## src/rtl/x2050_lmv_seq_if.sv

```systemverilog
// x2050_lmv_seq_if -- request/source/result bundle for the U-register move sequencer.
// The master side issues moves and supplies source bytes; the slave side
// (x2050_lmv_seq) returns the U byte, strobes, and status.
interface x2050_lmv_seq_if #(
    parameter int WIDTH  = 8,
    parameter int NSRC   = 16,
    parameter int LBYTES = 4
);
    localparam int SW = (NSRC > 1) ? $clog2(NSRC) : 1;
    localparam int PW = (LBYTES > 1) ? $clog2(LBYTES) : 1;

    logic                     i_start;
    logic [SW-1:0]            i_sel;
    logic                     i_walk;
    logic [PW-1:0]            i_lb;
    logic [PW:0]              i_count;
    logic [NSRC*WIDTH-1:0]    i_src;
    logic [LBYTES*WIDTH-1:0]  i_l_reg;
    logic                     i_ext_valid;
    logic                     o_ext_ack;
    logic [WIDTH-1:0]         o_u_reg;
    logic                     o_u_valid;
    logic                     o_busy;
    logic [PW-1:0]            o_lb_ptr;
    logic                     o_u_parity;

    modport master (
        output i_start, i_sel, i_walk, i_lb, i_count, i_src, i_l_reg, i_ext_valid,
        input  o_ext_ack, o_u_reg, o_u_valid, o_busy, o_lb_ptr, o_u_parity
    );

    modport slave (
        input  i_start, i_sel, i_walk, i_lb, i_count, i_src, i_l_reg, i_ext_valid,
        output o_ext_ack, o_u_reg, o_u_valid, o_busy, o_lb_ptr, o_u_parity
    );
endinterface

```

## src/rtl/x2050_lmv_seq.sv

```systemverilog
// x2050_lmv_seq -- moves one byte from a selectable source (or a walk of bytes
// from the L register) into the U register.
// Internal sources load one edge after acceptance; the external sources
// EXT_A/EXT_B wait for i_ext_valid and acknowledge the byte they consume.
// Walk mode copies L bytes starting at i_lb for i_count bytes (0 means 1),
// wrapping the byte pointer modulo LBYTES.
// Optional feature: define X2050_LMV_PARITY_EN to get a registered odd-parity
// bit tracking o_u_reg (reset value 1); otherwise o_u_parity is tied to 0.
module x2050_lmv_seq #(
    parameter int WIDTH  = 8,
    parameter int NSRC   = 16,
    parameter int LBYTES = 4,
    parameter int EXT_A  = 3,
    parameter int EXT_B  = 11
) (
    input  logic               i_clk,
    input  logic               i_reset,
    x2050_lmv_seq_if.slave     bus
);
    localparam int SW = (NSRC > 1) ? $clog2(NSRC) : 1;
    localparam int PW = (LBYTES > 1) ? $clog2(LBYTES) : 1;

    localparam logic [PW-1:0] PTR_ONE  = PW'(1);
    localparam logic [PW-1:0] PTR_LAST = PW'(LBYTES - 1);
    localparam logic [PW:0]   REM_ONE  = (PW + 1)'(1);

    typedef enum logic [1:0] {
        ST_IDLE     = 2'd0,
        ST_EXT_WAIT = 2'd1,
        ST_WALK     = 2'd2,
        ST_LOAD     = 2'd3
    } state_e;

    state_e            state_q, state_d;
    logic [SW-1:0]     sel_q, sel_d;
    logic [PW-1:0]     ptr_q, ptr_d;
    logic [PW:0]       rem_q, rem_d;
    logic [WIDTH-1:0]  u_reg_q, u_reg_d;
    logic              u_valid_q, u_valid_d;
    logic              ext_ack_q, ext_ack_d;
    logic              busy_q, busy_d;

    // True when the index names one of the handshaked external sources.
    function automatic logic is_ext(input logic [SW-1:0] s);
        return (int'(s) == EXT_A) || (int'(s) == EXT_B);
    endfunction

    // Source mux; index 0 and out-of-range indices read as zero.
    function automatic logic [WIDTH-1:0] pick_src(input logic [NSRC*WIDTH-1:0] src,
                                                   input logic [SW-1:0] s);
        logic [WIDTH-1:0] r;
        r = {WIDTH{1'b0}};
        for (int k = 0; k < NSRC; k++) begin
            if ((k != 0) && (int'(s) == k)) begin
                r = src[k*WIDTH +: WIDTH];
            end
        end
        return r;
    endfunction

    // L-register byte select; byte 0 is the most significant slice.
    function automatic logic [WIDTH-1:0] l_byte(input logic [LBYTES*WIDTH-1:0] l,
                                                 input logic [PW-1:0] p);
        logic [WIDTH-1:0] r;
        r = {WIDTH{1'b0}};
        for (int k = 0; k < LBYTES; k++) begin
            if (int'(p) == k) begin
                r = l[(LBYTES-1-k)*WIDTH +: WIDTH];
            end
        end
        return r;
    endfunction

    // Next-state and next-output computation for the move sequencer.
    always_comb begin
        state_d   = state_q;
        sel_d     = sel_q;
        ptr_d     = ptr_q;
        rem_d     = rem_q;
        u_reg_d   = u_reg_q;
        u_valid_d = 1'b0;
        ext_ack_d = 1'b0;
        case (state_q)
            ST_IDLE: begin
                if (bus.i_start) begin
                    sel_d = bus.i_sel;
                    if (bus.i_walk) begin
                        state_d = ST_WALK;
                        ptr_d   = bus.i_lb;
                        rem_d   = (bus.i_count == {(PW+1){1'b0}}) ? REM_ONE : bus.i_count;
                    end else if (is_ext(bus.i_sel)) begin
                        state_d = ST_EXT_WAIT;
                    end else begin
                        state_d = ST_LOAD;
                    end
                end else begin
                    state_d = ST_IDLE;
                end
            end
            ST_LOAD: begin
                u_reg_d   = pick_src(bus.i_src, sel_q);
                u_valid_d = 1'b1;
                state_d   = ST_IDLE;
            end
            ST_EXT_WAIT: begin
                if (bus.i_ext_valid) begin
                    u_reg_d   = pick_src(bus.i_src, sel_q);
                    u_valid_d = 1'b1;
                    ext_ack_d = 1'b1;
                    state_d   = ST_IDLE;
                end else begin
                    state_d = ST_EXT_WAIT;
                end
            end
            ST_WALK: begin
                u_reg_d   = l_byte(bus.i_l_reg, ptr_q);
                u_valid_d = 1'b1;
                ptr_d     = (ptr_q == PTR_LAST) ? {PW{1'b0}} : (ptr_q + PTR_ONE);
                rem_d     = rem_q - REM_ONE;
                if (rem_q <= REM_ONE) begin
                    state_d = ST_IDLE;
                end else begin
                    state_d = ST_WALK;
                end
            end
            default: begin
                state_d = ST_IDLE;
            end
        endcase
        busy_d = (state_d != ST_IDLE);
    end

    // Sequencer state and registered outputs; reset aborts any move in flight.
    always_ff @(posedge i_clk or negedge i_reset) begin
        if (!i_reset) begin
            state_q   <= ST_IDLE;
            sel_q     <= {SW{1'b0}};
            ptr_q     <= {PW{1'b0}};
            rem_q     <= {(PW+1){1'b0}};
            u_reg_q   <= {WIDTH{1'b0}};
            u_valid_q <= 1'b0;
            ext_ack_q <= 1'b0;
            busy_q    <= 1'b0;
        end else begin
            state_q   <= state_d;
            sel_q     <= sel_d;
            ptr_q     <= ptr_d;
            rem_q     <= rem_d;
            u_reg_q   <= u_reg_d;
            u_valid_q <= u_valid_d;
            ext_ack_q <= ext_ack_d;
            busy_q    <= busy_d;
        end
    end

    assign bus.o_u_reg   = u_reg_q;
    assign bus.o_u_valid = u_valid_q;
    assign bus.o_ext_ack = ext_ack_q;
    assign bus.o_busy    = busy_q;
    assign bus.o_lb_ptr  = ptr_q;

`ifdef X2050_LMV_PARITY_EN
    logic parity_q, parity_d;

    // Odd parity: the bit makes the total count of ones odd.
    function automatic logic odd_parity(input logic [WIDTH-1:0] b);
        return ~(^b);
    endfunction

    // Parity follows whatever byte U will hold after this edge.
    always_comb begin
        parity_d = odd_parity(u_reg_d);
    end

    // Parity register; the all-zero reset byte has odd parity 1.
    always_ff @(posedge i_clk or negedge i_reset) begin
        if (!i_reset) begin
            parity_q <= 1'b1;
        end else begin
            parity_q <= parity_d;
        end
    end

    assign bus.o_u_parity = parity_q;
`else
    assign bus.o_u_parity = 1'b0;
`endif

endmodule

```

## src/flat_wrapper.sv

```systemverilog
// flat-port wrapper written by rule: the top's interface ports become plain ports
module x2050_lmv_seq_flat 
#(
    parameter int WIDTH  = 8,
    parameter int NSRC   = 16,
    parameter int LBYTES = 4,
    parameter int EXT_A  = 3,
    parameter int EXT_B  = 11
)
  (i_clk, i_reset, bus_i_start, bus_i_sel, bus_i_walk, bus_i_lb, bus_i_count, bus_i_src, bus_i_l_reg, bus_i_ext_valid, bus_o_ext_ack, bus_o_u_reg, bus_o_u_valid, bus_o_busy, bus_o_lb_ptr, bus_o_u_parity);
  x2050_lmv_seq_if #(.WIDTH(WIDTH), .NSRC(NSRC), .LBYTES(LBYTES)) bus_i ();
  input  logic i_clk;
  input  logic i_reset;
  input wire logic [$bits(bus_i.i_start)-1:0] bus_i_start;
  input wire logic [$bits(bus_i.i_sel)-1:0] bus_i_sel;
  input wire logic [$bits(bus_i.i_walk)-1:0] bus_i_walk;
  input wire logic [$bits(bus_i.i_lb)-1:0] bus_i_lb;
  input wire logic [$bits(bus_i.i_count)-1:0] bus_i_count;
  input wire logic [$bits(bus_i.i_src)-1:0] bus_i_src;
  input wire logic [$bits(bus_i.i_l_reg)-1:0] bus_i_l_reg;
  input wire logic [$bits(bus_i.i_ext_valid)-1:0] bus_i_ext_valid;
  output wire logic [$bits(bus_i.o_ext_ack)-1:0] bus_o_ext_ack;
  output wire logic [$bits(bus_i.o_u_reg)-1:0] bus_o_u_reg;
  output wire logic [$bits(bus_i.o_u_valid)-1:0] bus_o_u_valid;
  output wire logic [$bits(bus_i.o_busy)-1:0] bus_o_busy;
  output wire logic [$bits(bus_i.o_lb_ptr)-1:0] bus_o_lb_ptr;
  output wire logic [$bits(bus_i.o_u_parity)-1:0] bus_o_u_parity;
  assign bus_i.i_start = bus_i_start;
  assign bus_i.i_sel = bus_i_sel;
  assign bus_i.i_walk = bus_i_walk;
  assign bus_i.i_lb = bus_i_lb;
  assign bus_i.i_count = bus_i_count;
  assign bus_i.i_src = bus_i_src;
  assign bus_i.i_l_reg = bus_i_l_reg;
  assign bus_i.i_ext_valid = bus_i_ext_valid;
  assign bus_o_ext_ack = bus_i.o_ext_ack;
  assign bus_o_u_reg = bus_i.o_u_reg;
  assign bus_o_u_valid = bus_i.o_u_valid;
  assign bus_o_busy = bus_i.o_busy;
  assign bus_o_lb_ptr = bus_i.o_lb_ptr;
  assign bus_o_u_parity = bus_i.o_u_parity;
  x2050_lmv_seq #(.WIDTH(WIDTH), .NSRC(NSRC), .LBYTES(LBYTES), .EXT_A(EXT_A), .EXT_B(EXT_B)) u_core (.i_clk(i_clk), .i_reset(i_reset), .bus(bus_i));
endmodule
```

## config.mk

```make
export PLATFORM = sky130hd
export DESIGN_NAME = x2050_lmv_seq_flat
export DESIGN_NICKNAME = d
export VERILOG_FILES = /design/src/rtl/x2050_lmv_seq_if.sv /design/src/rtl/x2050_lmv_seq.sv /design/src/flat_wrapper.sv
export SDC_FILE = /design/constraint.sdc
export NUM_CORES = 1
export LEC_CHECK = 0
export ABC_CLOCK_PERIOD_IN_PS = 2830
export BUFFER_PORTS_ARGS = -buffer_cell sky130_fd_sc_hd__buf_2
export CAP_MARGIN = 15
export CORE_MARGIN = 1.5
export CORE_UTILIZATION = 35
export DETAILED_ROUTE_END_ITERATION = 7
export PLACE_DENSITY = 0.72
export SYNTH_ARGS = -nofsm -noshare
export SYNTH_HDL_FRONTEND = slang
export SYNTH_SLANG_ARGS = --single-unit
```

## constraint.sdc

```tcl
create_clock -name i_clk -period 2.83 [get_ports i_clk]
set_input_delay 0.4245 -clock i_clk [delete_from_list [all_inputs] [get_ports i_clk]]
set_output_delay 0.4245 -clock i_clk [all_outputs]
set_load 0.01 [all_outputs]
```

==> flow_summary.toml <==
[worst_hold_path]
holdCritPathClass = "input pin to async pin"

[finish]
max_reg_flops = 8
final_layout_size_suffix_gt1_share_pct = 40.7
antenna_fix_cells = 0
areaGrowthSynthToFinish_pct = 35.3
finalNetCount = 702

[floorplan]
fp.coreArea_um2 = 7690
die_extent_in_y_um = 91.8
dieWidth_um = 91.8
io-pin-count = 188
initial_core_util_pct = 35.9
die-area_um2 = 8420
std_cell_rows = 32

[pwr]
power_frac_seq_pct = 19.9
comb_power_share_pct = 71.6
leakagePower_uw = 0.00177
ir_drop_v = 0.000295
power_switching_share_pct = 49.8
power.density_nw_per_um2 = 935
switchingPower_uw = 1740
power_share_of_the_clock_group_pct = 8.5
internal_power_uw = 1750

[detailed_routing]
detail_route.vias_per_cell = 5.55
detail_route.drc_violations = 0
drt_wl_total_um = 10400
ant_nets = 0
drt_pass1_iterations = 5
post_drt_wl_per_cell_um = 16.7
via_count = 3458
drtIter0Drc = 170

[clock_network]
post-cts-setup-buffer-count = 0
clock_latency_ns = 0.27
cts-root-to-sink-buffers = 2
cts.sink_count = 22
cts_buffers = 3
cts-root-buf = "sky130_fd_sc_hd__clkbuf_8"
tritoncts_clock_tree = "done"
cts_hold_repair.buffers = 0
h_tree_lvls = 1
clk_transition_reported_paths_ns = 0.08
cts-resized-gates = 0

[status]
run_status = "completed"

[setup_path]
critical_path_class = "flop to flop"
cp_max_fo = 40
worstSetupStartpointType = "flop"
crit_required_ns = 2.98
crit_path_end_kind = "flop"
worst_ep_arrival_time_ns = 2.37

[synth]
async_reset_ff_share_pct = 100
synth.top_cell.area_share_pct = 20.0
synthDominantAreaCellType = "sky130_fd_sc_hd__dfrtp_1"
netlist_top_cells_area = "sky130_fd_sc_hd__dfrtp_1 20%, sky130_fd_sc_hd__a21oi_1 6.4%, sky130_fd_sc_hd__nand2_1 5.4%"
ys_ff_latch = 22
yosysUniqueCellTypes = 61
synth_enable_flop_cells = 0
netlist_area_um2 = 2760
syn_inst = 360
synth_area_per_cell_um2 = 7.66
yosysWarningCount = 0
synthesis.nets = 540
synth-seq-area-share_pct = 20.0
main_synth_ff_type = "sky130_fd_sc_hd__dfrtp_1"

[place]
replace_congestion = 0.859
port_buffers = 178
pre_cts_ws_ns = 0.654
dp_hpwl_um = 8470

[timing]
skew_ns = 0.00726
slew-limit-headroom_pct = 50.5
setup_violations = 0
layout_min_cycle_time_ns = 2.23
finalHoldViolCount = 0
timing.final.ws_setup_ns = 0.602
fmaxAchievable_mhz = 449
timing.setup.tns_ns = 0
least_margin_pin_slew_ns = 0.742
final_min_period_over_clock_period_pct = 78.7
rsz0062_at_grt = "no"
maxSlewViolCount = 0

[global_routing]
grtUsageTotal_pct = 24.2
grt_antenna_before_repair = 0
grt.overflow.total = 0
grt_max_degree = 42
number_of_global_route_vias_before_repair = 3402
global_route_wire_length_before_repair_um = 16200

[run]
maxCapViolCount = 0
[path summary, 6_finish.rpt]
check / startpoint / endpoint / slack (ns) / cells past startpoint
min in group i_clk: bus_i_sel[3] / u_core.sel_q[3] / 0.37 / 3
hold / removal: i_reset / u_core.rem_q[0] / 0.10 / 1
setup / recovery: u_core.sel_q[1] / u_core.bus.o_u_reg[6] / 0.60 / 6
hold reg to reg: u_core.rem_q[2] / u_core.rem_q[2] / 0.51 / 1
setup reg to reg: u_core.sel_q[1] / u_core.bus.o_u_reg[6] / 0.60 / 6
max in group asynchronous: i_reset / u_core.sel_q[1] / 2.36 / 1
[cell usage after synthesis, types with 8 or more instances]
master                     count
sky130_fd_sc_hd__clkbuf_1      8
sky130_fd_sc_hd__nand2_1      40
sky130_fd_sc_hd__buf_2         9
sky130_fd_sc_hd__o22ai_1      11
sky130_fd_sc_hd__nor2b_1      17
sky130_fd_sc_hd__a21oi_1      35
sky130_fd_sc_hd__nor2_1       18
sky130_fd_sc_hd__mux2i_1      10
sky130_fd_sc_hd__nand3_1      10
sky130_fd_sc_hd__nand3b_1      8
sky130_fd_sc_hd__inv_1        14
sky130_fd_sc_hd__dfrtp_1      22
sky130_fd_sc_hd__o21ai_0      26
[cell families (layout without fill, tap and decap cells)]
group,Yosys count,in the layout,share of synthesized area [%]
adders and majority gates,6,6,2.72
other,1,1,0.136
DFF,22,22,20.0
AOI/OAI and AO/OA,141,141,34.3
buffers and inverters,47,208,9.53
and+or+nand+nor,123,123,23.3
muxes,20,20,10.0
[area by class of cell]
type / count / area (µm²)
fill: 810 / 3960
multi-input combinational: 291 / 1940
timing repair buffer: 187 / 971
sequential: 22 / 552
tap: 102 / 128
inverter: 17 / 63.8
clock buffer: 3 / 41.3
clock inverter: 1 / 30.0
[layout by cell type, fill, tap and decap left out, types with 3 or more instances in the layout]
| cell type | count |
|---|---|
| sky130_fd_sc_hd__a211o_1 | 3 |
| sky130_fd_sc_hd__a211oi_1 | 7 |
| sky130_fd_sc_hd__a21oi_1 | 35 |
| sky130_fd_sc_hd__a221o_1 | 3 |
| sky130_fd_sc_hd__a221oi_1 | 4 |
| sky130_fd_sc_hd__a22o_1 | 4 |
| sky130_fd_sc_hd__a22oi_1 | 6 |
| sky130_fd_sc_hd__a311oi_1 | 3 |
| sky130_fd_sc_hd__a31oi_1 | 6 |
| sky130_fd_sc_hd__a32oi_1 | 4 |
| sky130_fd_sc_hd__and3_1 | 3 |
| sky130_fd_sc_hd__buf_2 | 178 |
| sky130_fd_sc_hd__buf_4 | 8 |
| sky130_fd_sc_hd__clkbuf_8 | 3 |
| sky130_fd_sc_hd__dfrtp_1 | 21 |
| sky130_fd_sc_hd__ha_1 | 6 |
| sky130_fd_sc_hd__inv_1 | 14 |
| sky130_fd_sc_hd__inv_2 | 3 |
| sky130_fd_sc_hd__mux2_2 | 3 |
| sky130_fd_sc_hd__mux2i_1 | 10 |
| sky130_fd_sc_hd__mux4_2 | 5 |
| sky130_fd_sc_hd__nand2_1 | 40 |
| sky130_fd_sc_hd__nand2b_1 | 5 |
| sky130_fd_sc_hd__nand3_1 | 10 |
| sky130_fd_sc_hd__nand3b_1 | 8 |
| sky130_fd_sc_hd__nor2_1 | 18 |
| sky130_fd_sc_hd__nor2b_1 | 17 |
| sky130_fd_sc_hd__nor3_1 | 7 |
| sky130_fd_sc_hd__o211ai_1 | 7 |
| sky130_fd_sc_hd__o21ai_0 | 26 |
| sky130_fd_sc_hd__o221ai_1 | 3 |
| sky130_fd_sc_hd__o22a_1 | 3 |
| sky130_fd_sc_hd__o22ai_1 | 11 |
| sky130_fd_sc_hd__or3_1 | 3 |
[critical path, stage by stage (launching register included)]
cell	delay, ns
sky130_fd_sc_hd__dfrtp_2	0.85
sky130_fd_sc_hd__buf_4	0.27
sky130_fd_sc_hd__mux2_2	0.34
sky130_fd_sc_hd__a21oi_1	0.15
sky130_fd_sc_hd__o221ai_1	0.17
sky130_fd_sc_hd__a32oi_1	0.22
sky130_fd_sc_hd__o21bai_1	0.09
[layer usage]
layer  routed length, µm  track usage (%)  up-vias  part of all wire [%]
li1                    -                -     1671                     -
met1                4220             30.0     1604                    41
met2                5240             44.8      175                    50
met3                 842             2.90        8                   8.1
met4                  94             4.87        0                  0.90
met5                   0                0        -                     0
[power by group through the flow]
stage	registers [µW]	clock network (µW)	logic, µW
2_1_floorplan	601	0	1950
3_3_place_gp	693	0	2460
3_5_place_dp	696	0	2480
4_1_cts	691	304	2490
5_1_grt	722	312	2740
6_report	694	297	2500
[per-stage QoR]
| step | instances | util, % | cell area (µm²) | hold slack, ns | total power [µW] |
|---|---|---|---|---|---|
| 2_1_floorplan | 360 | - | 2760 | 0.129 | 2550 |
| 3_3_place_gp | 619 | 47.6 | 3660 | 0.423 | 3150 |
| 3_5_place_dp | 619 | 47.6 | 3660 | 0.428 | 3180 |
| 4_1_cts | 623 | 48.5 | 3730 | 0.130 | 3490 |
| 5_1_grt | 623 | 48.5 | 3730 | 0.162 | 3780 |
| 6_report | 623 | 48.5 | 3730 | 0.105 | 3490 |
Note: power is estimated with default switching activity, not from simulation.
